--- config.mk ---
export PLATFORM = sky130hd
export DESIGN_NAME = lou_op_sequencer
export DESIGN_NICKNAME = d
export VERILOG_FILES = /design/src/rtl/lou_op_sequencer.sv
export SDC_FILE = /design/constraint.sdc
export NUM_CORES = 1
export LEC_CHECK = 0
export CAP_MARGIN = 5
export CORE_ASPECT_RATIO = 0.5
export CORE_MARGIN = 1.5
export CORE_UTILIZATION = 40
export CTS_BUF_LIST = sky130_fd_sc_hd__clkbuf_8
export DETAILED_ROUTE_END_ITERATION = 8
export PLACE_DENSITY = 0.67
export SETUP_SLACK_MARGIN = 0.4
export SYNTH_ARGS = -nofsm -noshare
export SYNTH_HDL_FRONTEND = slang
export SYNTH_SLANG_ARGS = --single-unit
--- constraint.sdc ---
create_clock -name clk -period 4.3 [get_ports clk]
set_input_delay 0.43 -clock clk [delete_from_list [all_inputs] [get_ports clk]]
set_output_delay 0.43 -clock clk [all_outputs]
set_load 0.1 [all_outputs]
--- src/rtl/lou_op_sequencer.sv ---
// -----------------------------------------------------------------------------
// lou_op_sequencer
//
// Request-buffering front end for the logical operations unit (LOU).
// Requests (opcode plus two operands) arrive on a valid/ready handshake and
// are queued in a small FIFO. One request per cycle is presented to the
// combinational LOU from the FIFO head. The LOU result is captured into a
// single registered result slot that has its own valid/ready handshake.
// Opcodes above 4'b0101 are unsupported: their result is forced to 8'h00 and
// flagged on res_err.
//
// Parameters
//   DEPTH      request FIFO entries (power of two, minimum 2)
//
// Ports
//   clk        rising-edge clock
//   rst_n      asynchronous, active-low reset
//   in_valid   request present
//   in_ready   FIFO not full
//   in_op      LOU opcode of the request
//   in_a       operand A of the request
//   in_b       operand B of the request
//   lou_op     to the LOU opcode input (FIFO head, 0 when empty)
//   lou_a      to the LOU A input (FIFO head, 0 when empty)
//   lou_b      to the LOU B input (FIFO head, 0 when empty)
//   lou_y      from the LOU Y output (combinational from lou_*)
//   res_valid  result slot full
//   res_ready  consumer accepts the result
//   res_y      captured result
//   res_err    captured request had an unsupported opcode
//   occupancy  FIFO entry count
//   res_tag    push-order tag of the captured request (LOU_SEQ_TAG_EN only)
//
// Optional feature
//   LOU_SEQ_TAG_EN  when defined, every push is stamped with a wrapping tag
//                   counter value and that tag follows the request into the
//                   result slot on res_tag.
// -----------------------------------------------------------------------------
module lou_op_sequencer #(
    parameter int DEPTH = 4
) (
    input  logic                       clk,
    input  logic                       rst_n,
    input  logic                       in_valid,
    output logic                       in_ready,
    input  logic [3:0]                 in_op,
    input  logic [3:0]                 in_a,
    input  logic [3:0]                 in_b,
    output logic [3:0]                 lou_op,
    output logic [3:0]                 lou_a,
    output logic [3:0]                 lou_b,
    input  logic [7:0]                 lou_y,
    output logic                       res_valid,
    input  logic                       res_ready,
    output logic [7:0]                 res_y,
    output logic                       res_err,
`ifdef LOU_SEQ_TAG_EN
    output logic [$clog2(DEPTH):0]     res_tag,
`endif
    output logic [$clog2(DEPTH):0]     occupancy
);

    localparam int              AW         = $clog2(DEPTH);
    localparam logic [AW:0]     FULL_COUNT = (AW + 1)'(DEPTH);
    localparam logic [3:0]      MAX_OP     = 4'b0101;

    // Result slot states: EMPTY means no result is held, FULL means res_y /
    // res_err hold a result the consumer has not yet taken.
    typedef enum logic {
        SLOT_EMPTY = 1'b0,
        SLOT_FULL  = 1'b1
    } slot_state_t;

    slot_state_t      slot_state;
    slot_state_t      slot_next;

    logic [3:0]       op_mem [DEPTH];
    logic [3:0]       a_mem  [DEPTH];
    logic [3:0]       b_mem  [DEPTH];

    logic [AW-1:0]    wr_ptr;
    logic [AW-1:0]    rd_ptr;
    logic [AW:0]      count;

    logic             fifo_empty;
    logic             push;
    logic             issue;
    logic [3:0]       head_op;
    logic [3:0]       head_a;
    logic [3:0]       head_b;
    logic             head_bad;

`ifdef LOU_SEQ_TAG_EN
    logic [AW:0]      tag_mem [DEPTH];
    logic [AW:0]      tag_cnt;
`endif

    // Handshake and FIFO-head decode. Full and empty come only from the entry
    // count, so the pointers can wrap freely. in_ready deliberately ignores a
    // pop in the same cycle to keep it a pure function of registered state.
    // The LOU inputs are zeroed while the FIFO is empty so the LOU never sees
    // a stale entry.
    always_comb begin
        fifo_empty = (count == '0);
        in_ready   = (count != FULL_COUNT);
        push       = in_valid && in_ready;
        issue      = !fifo_empty && (!res_valid || res_ready);

        head_op    = 4'h0;
        head_a     = 4'h0;
        head_b     = 4'h0;
        if (!fifo_empty) begin
            head_op = op_mem[rd_ptr];
            head_a  = a_mem[rd_ptr];
            head_b  = b_mem[rd_ptr];
        end
        head_bad   = (head_op > MAX_OP);

        lou_op     = head_op;
        lou_a      = head_a;
        lou_b      = head_b;
        occupancy  = count;
    end

    // FIFO storage. Entries are only meaningful while counted, so the array
    // needs no reset; a reset simply discards them by clearing the count.
    always_ff @(posedge clk) begin
        if (push) begin
            op_mem[wr_ptr] <= in_op;
            a_mem[wr_ptr]  <= in_a;
            b_mem[wr_ptr]  <= in_b;
        end
    end

    // Pointer and occupancy bookkeeping. A simultaneous push and pop advances
    // both pointers and leaves the count unchanged.
    always_ff @(posedge clk or negedge rst_n) begin
        if (!rst_n) begin
            wr_ptr <= '0;
            rd_ptr <= '0;
            count  <= '0;
        end else begin
            if (push) begin
                wr_ptr <= wr_ptr + 1'b1;
            end
            if (issue) begin
                rd_ptr <= rd_ptr + 1'b1;
            end
            case ({push, issue})
                2'b10:   count <= count + 1'b1;
                2'b01:   count <= count - 1'b1;
                default: count <= count;
            endcase
        end
    end

    // Result slot state register.
    always_ff @(posedge clk or negedge rst_n) begin
        if (!rst_n) begin
            slot_state <= SLOT_EMPTY;
        end else begin
            slot_state <= slot_next;
        end
    end

    // Result slot next-state logic. An issue always leaves the slot full,
    // whether it refills an empty slot or replaces a result being taken in
    // the same cycle. Without an issue, a taken result empties the slot.
    always_comb begin
        slot_next = slot_state;
        res_valid = (slot_state == SLOT_FULL);
        case (slot_state)
            SLOT_EMPTY: begin
                if (issue) begin
                    slot_next = SLOT_FULL;
                end
            end
            SLOT_FULL: begin
                if (issue) begin
                    slot_next = SLOT_FULL;
                end else if (res_ready) begin
                    slot_next = SLOT_EMPTY;
                end
            end
            default: begin
                slot_next = SLOT_EMPTY;
            end
        endcase
    end

    // Result capture. Unsupported opcodes never expose whatever the LOU
    // produces for them; the slot gets a clean zero plus the error flag.
    // Between issues the captured values hold, which keeps them stable while
    // the consumer stalls.
    always_ff @(posedge clk or negedge rst_n) begin
        if (!rst_n) begin
            res_y   <= 8'h00;
            res_err <= 1'b0;
        end else if (issue) begin
            res_y   <= head_bad ? 8'h00 : lou_y;
            res_err <= head_bad;
        end
    end

`ifdef LOU_SEQ_TAG_EN
    // Tag storage written alongside the request fields.
    always_ff @(posedge clk) begin
        if (push) begin
            tag_mem[wr_ptr] <= tag_cnt;
        end
    end

    // Tag counter stamps each accepted push and wraps naturally at its
    // width; the stamped tag travels with the request into the result slot.
    always_ff @(posedge clk or negedge rst_n) begin
        if (!rst_n) begin
            tag_cnt <= '0;
            res_tag <= '0;
        end else begin
            if (push) begin
                tag_cnt <= tag_cnt + 1'b1;
            end
            if (issue) begin
                res_tag <= tag_mem[rd_ptr];
            end
        end
    end
`endif

endmodule

==> metrics.cfg <==
[die]
io-pin-count = 50
core_area_um2 = 6310
die_h_um = 61.3
fp.dieArea_um2 = 7330
dieWidth_um = 120
start_util = 0.431
num_rows = 20

[cts]
clk_pin_slew_ns = 0.06
cts_tree = built
clockBufferDepth = 2
clock_latency_ns = 0.34
root_buffer = clkbuf_8
post-cts-setup-buffers = 0
htree_levels = 3
cts-resized-gates = 0
clock-sinks = 65
cts_buffers = 9
cts_hold_buf = 0

[route]
drt-vias-per-instance = 4.71
wl_per_cell_um = 14.6
drt-pass1-iter-count = 4
ant_nets = 0
wl_mm = 4.43
drtIter0Drc = 44
drc_errors = 0
vias = 1427

[worst_setup_path]
start_kind = flop
r2r.worst_path.cells = 10
cp_data_required_time_ns = 3.87
critPathMaxFanout = 14
critPathCaptureType = output pin
cp.arrival_ns = 2.96
worst-setup-path-type = reg -> out

[yosys]
syn_inst = 156
syn_nets = 186
synth_flop_cell = edfxtp_1
syn_area_um2 = 2720
synth-seq-cells = 65
synth_edf_count = 48
synthArstFlopShare = 0.262
yosysUniqueCellTypes = 30
yosysWarnings = 0
postSynthAreaPerCell_um2 = 17.4
synth-seq-area-share = 0.687

[timing]
rsz0062_at_grt = false
hold_viol = 0
post-route-min-period_ns = 3.39
slew_violations = 0
max-slew-margin-rel = 0.343
finClkSkew_ns = 0.00450
fmax_ghz = 0.295
fin_setup_tns_ns = 0
worst_slew_pin_slew_ns = 0.982
setup_violations = 0
fin_crit_sh = 0.789

[layout]
final_nets = 240
diodes = 0
syn2layout_area_growth_pct = 26.5
post-route-util = 0.545
drive_gt1_frac = 0.167

[grt]
grt_pass1_vias = 1472
grt_usage = 0.140
grt_pass1_wl_mm = 7.09
antenna_found_initial = 0
grt-ovfl-total = 0
grt_max_degree = 18

[hold_path]
hold_class = in -> async

[placed_design]
io_buffers = 49
hpwl_mm = 3.02
gp_congestion = 0.691

[run_status]
status = completed

[run]
drv_cap = 0

==> cells in the mapped netlist (2+ instances only) <==
| cell | number | area share |
|---|---|---|
| buf_6 | 2 | 0.0083 |
| inv_1 | 13 | 0.018 |
| dfrtp_1 | 17 | 0.16 |
| ha_1 | 5 | 0.023 |
| o31ai_2 | 8 | 0.037 |
| xor2_1 | 3 | 0.0097 |
| clkbuf_1 | 3 | 0.0041 |
| nor2b_1 | 13 | 0.030 |
| edfxtp_1 | 48 | 0.53 |
| and3_1 | 4 | 0.0092 |
| xnor2_1 | 3 | 0.0097 |
| o21ai_0 | 8 | 0.015 |
| mux4_2 | 12 | 0.099 |
==> worst max-delay path, cell delays in order (launching register included) <==
cell and delay [ns]:
dfrtp_1 0.88, mux4_2 0.60, nor2b_1 0.15, clkdlybuf4s50_1 0.99
==> state kept, by name, summed over array words and instances (netlist names) <==
| signal | cells |
|---|---|
| a_mem | 16 |
| res_y | 8 |
| op_mem | 16 |
| rd_ptr | 2 |
| res_err | 1 |
| wr_ptr | 2 |
| occupancy | 3 |
| b_mem | 16 |
| res_valid | 1 |
==> logic make-up after synthesis <==
| kind of cell | synth area share |
|---|---|
| muxes | 0.113 |
| DFF | 0.687 |
| buffers and inverters | 0.0391 |
| adders and majority gates | 0.0304 |
| xor gates and xnor gates | 0.0193 |
| and+or+nand+nor | 0.0571 |
| AOI/OAI and AO/OA | 0.0543 |
==> layout make-up <==
class / instances / area [um^2]
multi-input combinational: 68 / 744
clock buffer: 9 / 124
timing repair buffer: 51 / 505
clock inverter: 7 / 31.3
fill: 517 / 2870
inverter: 15 / 56.3
tap: 88 / 110
sequential: 65 / 1870
==> layout by cell type, fill, tap and decap left out, drive strengths merged, types with 4 or more instances in the layout <==
cell and count:
clkdlybuf4s50 49, edfxtp 48, dfrtp 17, inv 17, nor2b 13, mux4 12, clkbuf 9, o21ai 8
o31ai 8, ha 5, and3 4, clkinv 4
==> final timing paths <==
kind | startpoint | endpoint | slack [ns]
setup reg to reg | occupancy[0]$_DFFE_PN0P_ | occupancy[2]$_DFFE_PN0P_ | 1.71
max in group asynchronous | rst_n | rd_ptr[1]$_DFFE_PN0P_ | 3.30
setup / recovery | rd_ptr[0]$_DFFE_PN0P_ | lou_a[3] | 0.91
min in group clk | occupancy[2]$_DFFE_PN0P_ | occupancy[2]$_DFFE_PN0P_ | 0.53
hold / removal | rst_n | wr_ptr[0]$_DFFE_PN0P_ | 0.53
hold reg to reg | occupancy[2]$_DFFE_PN0P_ | occupancy[2]$_DFFE_PN0P_ | 0.53
==> layer usage <==
layer | global-route usage | wire, um | share of wire
met5 | 0 | 0 | 0
met4 | 0.0561 | 48 | 0.011
met3 | 0.0685 | 221 | 0.050
met2 | 0.234 | 2170 | 0.49
met1 | 0.160 | 1980 | 0.45
==> per-stage QoR <==
stage / worst slack [ns] / hold slack [ns] / cell area, um^2 / std cells
4_1_cts: 0.813 / 0.532 / 3440 / 303
6_report: 0.909 / 0.528 / 3440 / 303
2_1_floorplan: 0.999 / 0.134 / 2720 / 156
5_1_grt: 0.736 / 0.548 / 3440 / 303
3_5_place_dp: 1.19 / 0.508 / 3280 / 287
3_3_place_gp: 1.23 / 0.513 / 3280 / 287
Power is not shown: default switching activity piles up to over one toggle a cycle in this logic, so the estimate is an artifact.
